`config.mk`:
```
export PLATFORM = sky130hd
export DESIGN_NAME = mem_access_unit
export DESIGN_NICKNAME = d
export VERILOG_FILES = /design/src/rtl/mem_access_unit_pkg.sv /design/src/rtl/mem_access_unit_load_ext.sv /design/src/rtl/mem_access_unit.sv
export SDC_FILE = /design/constraint.sdc
export NUM_CORES = 1
export LEC_CHECK = 0
export CAP_MARGIN = 20
export CORE_MARGIN = 1
export CORE_UTILIZATION = 47
export DETAILED_ROUTE_END_ITERATION = 16
export HOLD_SLACK_MARGIN = 0.03
export PLACE_DENSITY = 0.92
export SYNTH_ARGS = -nofsm -noshare
export SYNTH_HDL_FRONTEND = slang
export SYNTH_SLANG_ARGS = --single-unit
```
`constraint.sdc`:
```
create_clock -name clk -period 2.9 [get_ports clk]
set_clock_uncertainty 0.05 [all_clocks]
set_input_delay 0.29 -clock clk [delete_from_list [all_inputs] [get_ports clk]]
set_output_delay 0.29 -clock clk [all_outputs]
set_load 0.05 [all_outputs]
```
`src/rtl/mem_access_unit_pkg.sv`:
```
// Shared definitions for the data-memory access unit: access sizes, fault codes,
// controller states and the byte-lane helpers used when building a memory request.
package mem_access_unit_pkg;

   typedef enum logic [1:0] {
      SZ_BYTE = 2'd0,
      SZ_HALF = 2'd1,
      SZ_WORD = 2'd2,
      SZ_ILL  = 2'd3
   } size_e;

   typedef enum logic [1:0] {
      EXC_OK      = 2'd0,
      EXC_ALIGN   = 2'd1,
      EXC_RANGE   = 2'd2,
      EXC_TIMEOUT = 2'd3
   } exc_e;

   typedef enum logic [1:0] {
      ST_IDLE = 2'd0,
      ST_REQ  = 2'd1,
      ST_DONE = 2'd2
   } state_e;

   // Byte enables for an access of the given size at byte offset ofs within the word.
   function automatic logic [3:0] gen_be(input size_e size, input logic [1:0] ofs);
      case (size)
         SZ_BYTE: gen_be = 4'b0001 << ofs;
         SZ_HALF: gen_be = ofs[1] ? 4'b1100 : 4'b0011;
         default: gen_be = 4'b1111;
      endcase
   endfunction

   // Replicate right-justified store data across every lane so the enabled lane
   // always carries the right bytes regardless of offset.
   function automatic logic [31:0] gen_wdata(input size_e size, input logic [31:0] data);
      case (size)
         SZ_BYTE: gen_wdata = {4{data[7:0]}};
         SZ_HALF: gen_wdata = {2{data[15:0]}};
         default: gen_wdata = data;
      endcase
   endfunction

endpackage

```
`src/rtl/mem_access_unit_load_ext.sv`:
```
// Load data extraction: picks the addressed byte/half out of the read word and
// sign- or zero-extends it to 32 bits. Purely combinational.
module mem_access_unit_load_ext
   import mem_access_unit_pkg::*;
(
   input  logic [31:0] rdata,
   input  logic [1:0]  ofs,
   input  size_e       size,
   input  logic        sgn,
   output logic [31:0] data
);

   logic [7:0]  byte_lane;
   logic [15:0] half_lane;

   // Lane select followed by extension according to size and signedness.
   always_comb begin
      byte_lane = rdata[8*ofs +: 8];
      half_lane = ofs[1] ? rdata[31:16] : rdata[15:0];
      case (size)
         SZ_BYTE: data = {{24{sgn & byte_lane[7]}}, byte_lane};
         SZ_HALF: data = {{16{sgn & half_lane[15]}}, half_lane};
         default: data = rdata;
      endcase
   end

endmodule

```
`src/rtl/mem_access_unit.sv`:
```
// Initiator side of the CPU data-memory port. Accepts one load/store from the MEM
// stage, screens it for alignment and range, runs a req/ack transfer to data memory
// with an optional timeout, and reports extended load data or a fault code.
module mem_access_unit
   import mem_access_unit_pkg::*;
#(
   parameter int unsigned DM_WORDS = 1024,
   parameter int unsigned TIMEOUT  = 255
) (
   input  logic        clk,
   input  logic        reset,
   input  logic        cpu_valid,
   input  logic        cpu_we,
   input  logic [1:0]  cpu_size,
   input  logic        cpu_signed,
   input  logic [31:0] cpu_addr,
   input  logic [31:0] cpu_wdata,
   input  logic [31:0] cpu_pc,
   output logic        cpu_ready,
   output logic        cpu_done,
   output logic [31:0] cpu_rdata,
   output logic [1:0]  cpu_exc,
   output logic        mem_req,
   output logic        mem_we,
   output logic [3:0]  mem_be,
   output logic [31:0] mem_addr,
   output logic [31:0] mem_wdata,
   input  logic [31:0] mem_rdata,
   input  logic        mem_ack
);

   state_e      state_reg, state_next;
   logic        we_reg;
   size_e       size_reg;
   logic        sgn_reg;
   logic [31:0] addr_reg;
   logic [3:0]  be_reg;
   logic [31:0] wdata_reg;
   logic [31:0] cnt_reg;
   logic [31:0] rdata_reg;
   exc_e        exc_reg;

   size_e       req_size;
   exc_e        fault_code;
   logic        timeout_hit;
   logic [31:0] ext_data;

   // The store PC only feeds off-chip trace; nothing in this block consumes it.
   logic [31:0] pc_unused;
   assign pc_unused = cpu_pc;

   assign req_size = size_e'(cpu_size);

   // Screen the incoming request: alignment (incl. illegal size) outranks range.
   always_comb begin
      fault_code = EXC_OK;
      if (req_size == SZ_ILL ||
          (req_size == SZ_HALF && cpu_addr[0]) ||
          (req_size == SZ_WORD && cpu_addr[1:0] != 2'b00))
         fault_code = EXC_ALIGN;
      else if ({2'b00, cpu_addr[31:2]} >= DM_WORDS)
         fault_code = EXC_RANGE;
   end

   // This REQ cycle is the last one allowed without an ack; TIMEOUT=0 disables.
   assign timeout_hit = (TIMEOUT != 0) && (cnt_reg == TIMEOUT - 1);

   mem_access_unit_load_ext u_load_ext (
      .rdata (mem_rdata),
      .ofs   (addr_reg[1:0]),
      .size  (size_reg),
      .sgn   (sgn_reg),
      .data  (ext_data)
   );

   // State register; reset aborts any transfer in flight.
   always_ff @(posedge clk or negedge reset) begin
      if (!reset) state_reg <= ST_IDLE;
      else        state_reg <= state_next;
   end

   // Next-state: faults skip the memory, ack beats a coincident timeout.
   always_comb begin
      state_next = state_reg;
      case (state_reg)
         ST_IDLE: if (cpu_valid) state_next = (fault_code != EXC_OK) ? ST_DONE : ST_REQ;
         ST_REQ:  if (mem_ack || timeout_hit) state_next = ST_DONE;
         default: state_next = ST_IDLE;
      endcase
   end

   // Request latch, wait counter and result capture.
   always_ff @(posedge clk or negedge reset) begin
      if (!reset) begin
         we_reg    <= 1'b0;
         size_reg  <= SZ_BYTE;
         sgn_reg   <= 1'b0;
         addr_reg  <= '0;
         be_reg    <= '0;
         wdata_reg <= '0;
         cnt_reg   <= '0;
         rdata_reg <= '0;
         exc_reg   <= EXC_OK;
      end else begin
         case (state_reg)
            ST_IDLE: if (cpu_valid) begin
               we_reg    <= cpu_we;
               size_reg  <= req_size;
               sgn_reg   <= cpu_signed;
               addr_reg  <= cpu_addr;
               be_reg    <= gen_be(req_size, cpu_addr[1:0]);
               wdata_reg <= gen_wdata(req_size, cpu_wdata);
               cnt_reg   <= '0;
               rdata_reg <= '0;
               exc_reg   <= fault_code;
            end
            ST_REQ: begin
               if (mem_ack) begin
                  rdata_reg <= we_reg ? 32'd0 : ext_data;
               end else begin
                  cnt_reg <= cnt_reg + 32'd1;
                  if (timeout_hit) exc_reg <= EXC_TIMEOUT;
               end
            end
            default: ;
         endcase
      end
   end

   // Outputs decode registered state only; bus fields read zero outside REQ.
   always_comb begin
      cpu_ready = (state_reg == ST_IDLE);
      cpu_done  = (state_reg == ST_DONE);
      cpu_rdata = (state_reg == ST_DONE) ? rdata_reg : 32'd0;
      cpu_exc   = (state_reg == ST_DONE) ? exc_reg : EXC_OK;
      mem_req   = (state_reg == ST_REQ);
      mem_we    = (state_reg == ST_REQ) && we_reg;
      mem_be    = (state_reg == ST_REQ) ? be_reg : 4'b0000;
      mem_addr  = (state_reg == ST_REQ) ? {addr_reg[31:2], 2'b00} : 32'd0;
      mem_wdata = (state_reg == ST_REQ && we_reg) ? wdata_reg : 32'd0;
   end

endmodule

```
* Word level (Yosys, flattened, before mapping)
Cells that the tools add are included. Widths: inputs -> output; s select.
Cells by class: eq/ne operators 12, reduce and logical (&&, ||, !) cells 17, mux-type cells 26, order comparisons 1, $add $sub $neg 1, shift operators 2, bitwise logic cells 2
Operator list (number):
- $pmux 32 s2 | 4
- $mux 32 | 7
- $add 32x1->32 const B | 1
- $eq 32x8->1 const B | 1
- $shiftx 32x6->8 | 1
- $ge 30x11->1 const B | 1
- $mux 2 | 9
- $mux 16 | 1
- $mux 4 | 2
- $pmux 2 s2 | 2
- $pmux 4 s2 | 1
- $eq 2x1->1 const B | 3
- $eq 2x2->1 const B | 3
- $logic_not 2->1 | 3
- $ne 2x1->1 const B | 3
- $reduce_and 3->1 | 2
- $reduce_bool 2->1 | 3
- $ne 2x2->1 const B | 2
- $reduce_and 2->1 | 2
- $reduce_and 4->1 | 1
- $shl 1x2->4 const A | 1
- $logic_and 1x1->1 | 3
- $logic_or 1x1->1 | 3
- $and 1x1->1 | 2
Word-level totals: register bits after elaboration 140

* Depth between registers and ports, before layout
depth in word-level cells 9, depth in mapped cells 8, gate-level depth less buffers 6

* Cells and area by module
From an unflattened synthesis, not the netlist that was laid out.
Unflattened totals: cell total of the unflattened synthesis 951, area, all modules 7777.5 µm²
Modules (own cells, without submodules):
- mem_access_unit | area each 7071.8 µm², instances 1, cells an instance 828, seq. area each 3503.4 µm²
- mem_access_unit_load_ext | area each 705.7 µm², instances 1, cells an instance 123, seq. area each 0.0 µm²

* Worst setup path after synthesis
No wires, ideal clock.
path kind register -> output, from reg state_reg[1], to out cpu_exc[0], required time 2560 ps, path slack 617 ps, buffers on the path 2, stages on the path, launching flop included 5, data arrival time 1943 ps, path through dfrtp_1 -> buf_2 -> nor2b_1 -> clkbuf_1 -> and2_1
Between the ends: word-level cells in the longest chain between the ends 2
Ends and longest elaborated chain:
- from (decl) | RTL line mem_access_unit.sv:32 | state_e state_reg, state_next;
- from (signal assigned) | RTL line mem_access_unit.sv:79 | else state_reg <= state_next;
- $eq 2x2->1
- named net cpu_done | RTL line mem_access_unit.sv:20 | output logic cpu_done,
- $mux 2 | RTL line mem_access_unit.sv:135 | cpu_exc = (state_reg == ST_DONE) ? exc_reg : EXC_OK;
- to (decl) | RTL line mem_access_unit.sv:22 | output logic [1:0] cpu_exc,
The timed path passes the listed nets, and every way through them passes these cells.

* Worst setup path in the final report
from reg state_reg[1], to out cpu_exc[1]
Between the ends: word-level cells in the longest chain between the ends 2
Ends and longest elaborated chain (RTL line):
- $eq 2x2->1 | mem_access_unit.sv:135
- $mux 2 | mem_access_unit.sv:135
Every way passes these cells.

==> impl_metrics.toml <==
[floorplanning]
fp.dieW_um = 128.4
die_h_um = 128.4
ios = 242
fp.coreArea_um2 = 15370
die-area_um2 = 16470
start_util_pct = 48.82
std_cell_rows = 45

[hold_path]
min_from = "cpu_addr[11]"
hp-class = "in -> reg"
hold_path_depth = 3

[pwr]
irDropWorstVdd_v = 0.0005618
p_leak_nw = 4.877
p_per_area_nw_per_um2 = 468.4
p_total_mw = 4.969

[place]
portBuffers = 207
placedCellCount = 1217
dp_hpwl_mm = 15.09
place_ws_ns = 0.3309
gp_congestion = 0.8801

[logic_synthesis]
synth-seq-area-share_pct = 46.69
yosysUniqueCellTypes = 55
synthesis.instances = 844
syn_area_um2 = 7503
ys.flop_type = "dfrtp_1"
synth-seq-cells = 140
synth-edff-count = 0
ys_async_sr_fraction_pct = 100.0
yosysWarnings = 0
avgSynthCellArea_um2 = 8.890

[layout]
num_antenna_cells = 0
layoutNonFillerInstCount = 1246
syn2layout_area_growth_pct = 41.40
layout-drive-gt1-share_pct = 14.59
layout.nets = 1164

[worst_setup_path]
worstPathArrival_ns = 2.46
crit_path_top_delay_cell = "clkdlybuf4s50_1"
path_cells = "nor2b_1 -> buf_4 -> and2_1 -> clkdlybuf4s50_1"
cp-end-kind = "output port"
crit_required_ns = 2.56
max_stage_delay_ns = 0.80
r2r_start = "state_reg[1]"
start_kind = "flip-flop"
cp_max_fo = 35
cp-startpoint = "state_reg[1]"
ff2ff_setup_slack_ns = 0.53
reg2reg_depth = 4
critical_path_class = "reg -> out"

[detailed_routing]
ant_nets = 0
remaining_drc_errors = 0
via_per_inst = 5.728
dr.pass1.iters = 5
wl_per_cell_um = 17.54
drt_iter0_drc = 663
vias = 7137
totalWireLength_mm = 21.85

[global_route]
grt_max_degree = 70
grt_pass1_wl_mm = 34.96
grt_pass1_vias = 6917
gr-total-overflow = 0
antenna_found_initial = 0
grt_use_total_pct = 27.25

[clocking]
cts_root_buffer = "clkbuf_16"
cts_tree = "built"
cts_buffers = 17
htreeDepth = 4
cts_resized = 0
worstSkewPairLatency_ns = 0.42
cts_buffer_depth = 2
clk_pin_slew_worst_paths_ns = 0.06
cts_num_sinks = 140

[sta]
hold_viol_final = 0
drv_slew = 0
rsz0062_at_grt = "false"
slew_headroom_pct = 29.89
fin_ws_ns = 0.09644
period_minus_slack_ns = 2.804
timing.final.crit_share_pct = 96.67
max_freq_mhz = 356.7
tns_ns = 0
finalSetupViolations = 0
worst_pin_slew_ns = 1.052
holdWs_ns = 0.3477

[flow_run]
cap_viol_max_count = 0

[status]
outcome = "complete, no violations"
==> kinds of logic (layout without fill, tap and decap cells) <==
logic type,after synthesis,after routing,synth area share (%)
buffers and inverters,77,267,4.819
muxes,35,35,4.886
and+or+nand+nor,411,411,28.23
AOI/OAI and AO/OA,171,171,14.17
xor gates and xnor gates,7,7,0.8171
DFF,140,140,46.69
adders and majority gates,2,2,0.3334
other,1,2,0.04998
==> cells in the mapped netlist, types with 14 or more instances <==
master / n / area, µm²
and2_1: 73 / 456.7
inv_1: 14 / 52.55
a21oi_1: 42 / 210.2
o21ai_0: 72 / 360.4
mux2i_1: 31 / 310.3
dfrtp_1: 140 / 3503
or4_1: 16 / 120.1
nand2_1: 186 / 698.2
clkbuf_1: 47 / 176.4
nor2_1: 25 / 93.84
a221o_1: 16 / 160.2
or3_1: 16 / 100.1
and3_1: 34 / 212.7
==> metal layers <==
| metal | share of wire [%] | vias to the layer above | GRT usage, % |
|---|---|---|---|
| met4 | 1.6 | 0 | 9.412 |
| met5 | 0 | - | 0 |
| met1 | 40 | 3475 | 33.12 |
| li1 | - | 3304 | - |
| met2 | 49 | 325 | 44.77 |
| met3 | 9.5 | 33 | 9.938 |
==> power by group <==
group	total (mW)	internal [mW]	switching (mW)	leakage, nW
Sequential	2.19	2.10	0.0952	1.83
Clock	2.11	1.31	0.803	0.269
Combinational	0.664	0.293	0.371	2.78
==> layout by cell type, fill, tap and decap left out, drive strengths merged, types with 16 or more instances in the layout <==
| master | n |
|---|---|
| a21oi | 42 |
| a221o | 16 |
| and2 | 73 |
| and3 | 34 |
| buf | 110 |
| clkbuf | 21 |
| clkdlybuf4s50 | 114 |
| dfrtp | 140 |
| mux2i | 31 |
| nand2 | 186 |
| nor2 | 25 |
| o21ai | 75 |
| or3 | 16 |
| or4 | 17 |
==> path summary, 6_finish.rpt <==
kind / to
worst max-delay path: cpu_exc[1]
worst min register to register: addr_reg[11]
max in group asynchronous: addr_reg[23]
worst min-delay path: addr_reg[11]
min in group asynchronous: addr_reg[6]
worst max register to register: rdata_reg[27]
==> cell type report <==
type | instances | area, µm²
clock buffer | 21 | 470.5
clock inverter | 7 | 92.59
fill | 1102 | 4761
inverter | 14 | 52.55
multi-input combinational | 628 | 3646
sequential | 140 | 3503
tap | 211 | 264.0
timing repair buffer | 225 | 2581
==> what timing repair did <==
| action | CTS | global route |
|---|---|---|
| setup buffers | 0 | 0 |
| hold endpoints to repair | 54 | 0 |
| hold buffers | 1 | 0 |
==> stage by stage <==
step / instance area [µm²] / utilization, %
6_report: 10610 / 69.03
4_1_cts: 10610 / 69.03
5_1_grt: 10610 / 69.03
3_3_place_gp: 10040 / 65.30
3_5_place_dp: 10040 / 65.30
2_1_floorplan: 7507 / -
==> critical path, delay by kind of cell, from the launching register on <==
| family | cells | cell delay [ns] |
|---|---|---|
| simple gates | 2 | 0.37 |
| flops | 1 | 0.58 |
| buf+inv | 2 | 1.10 |
No activity file was read; power rests on OpenSTA's default activity.
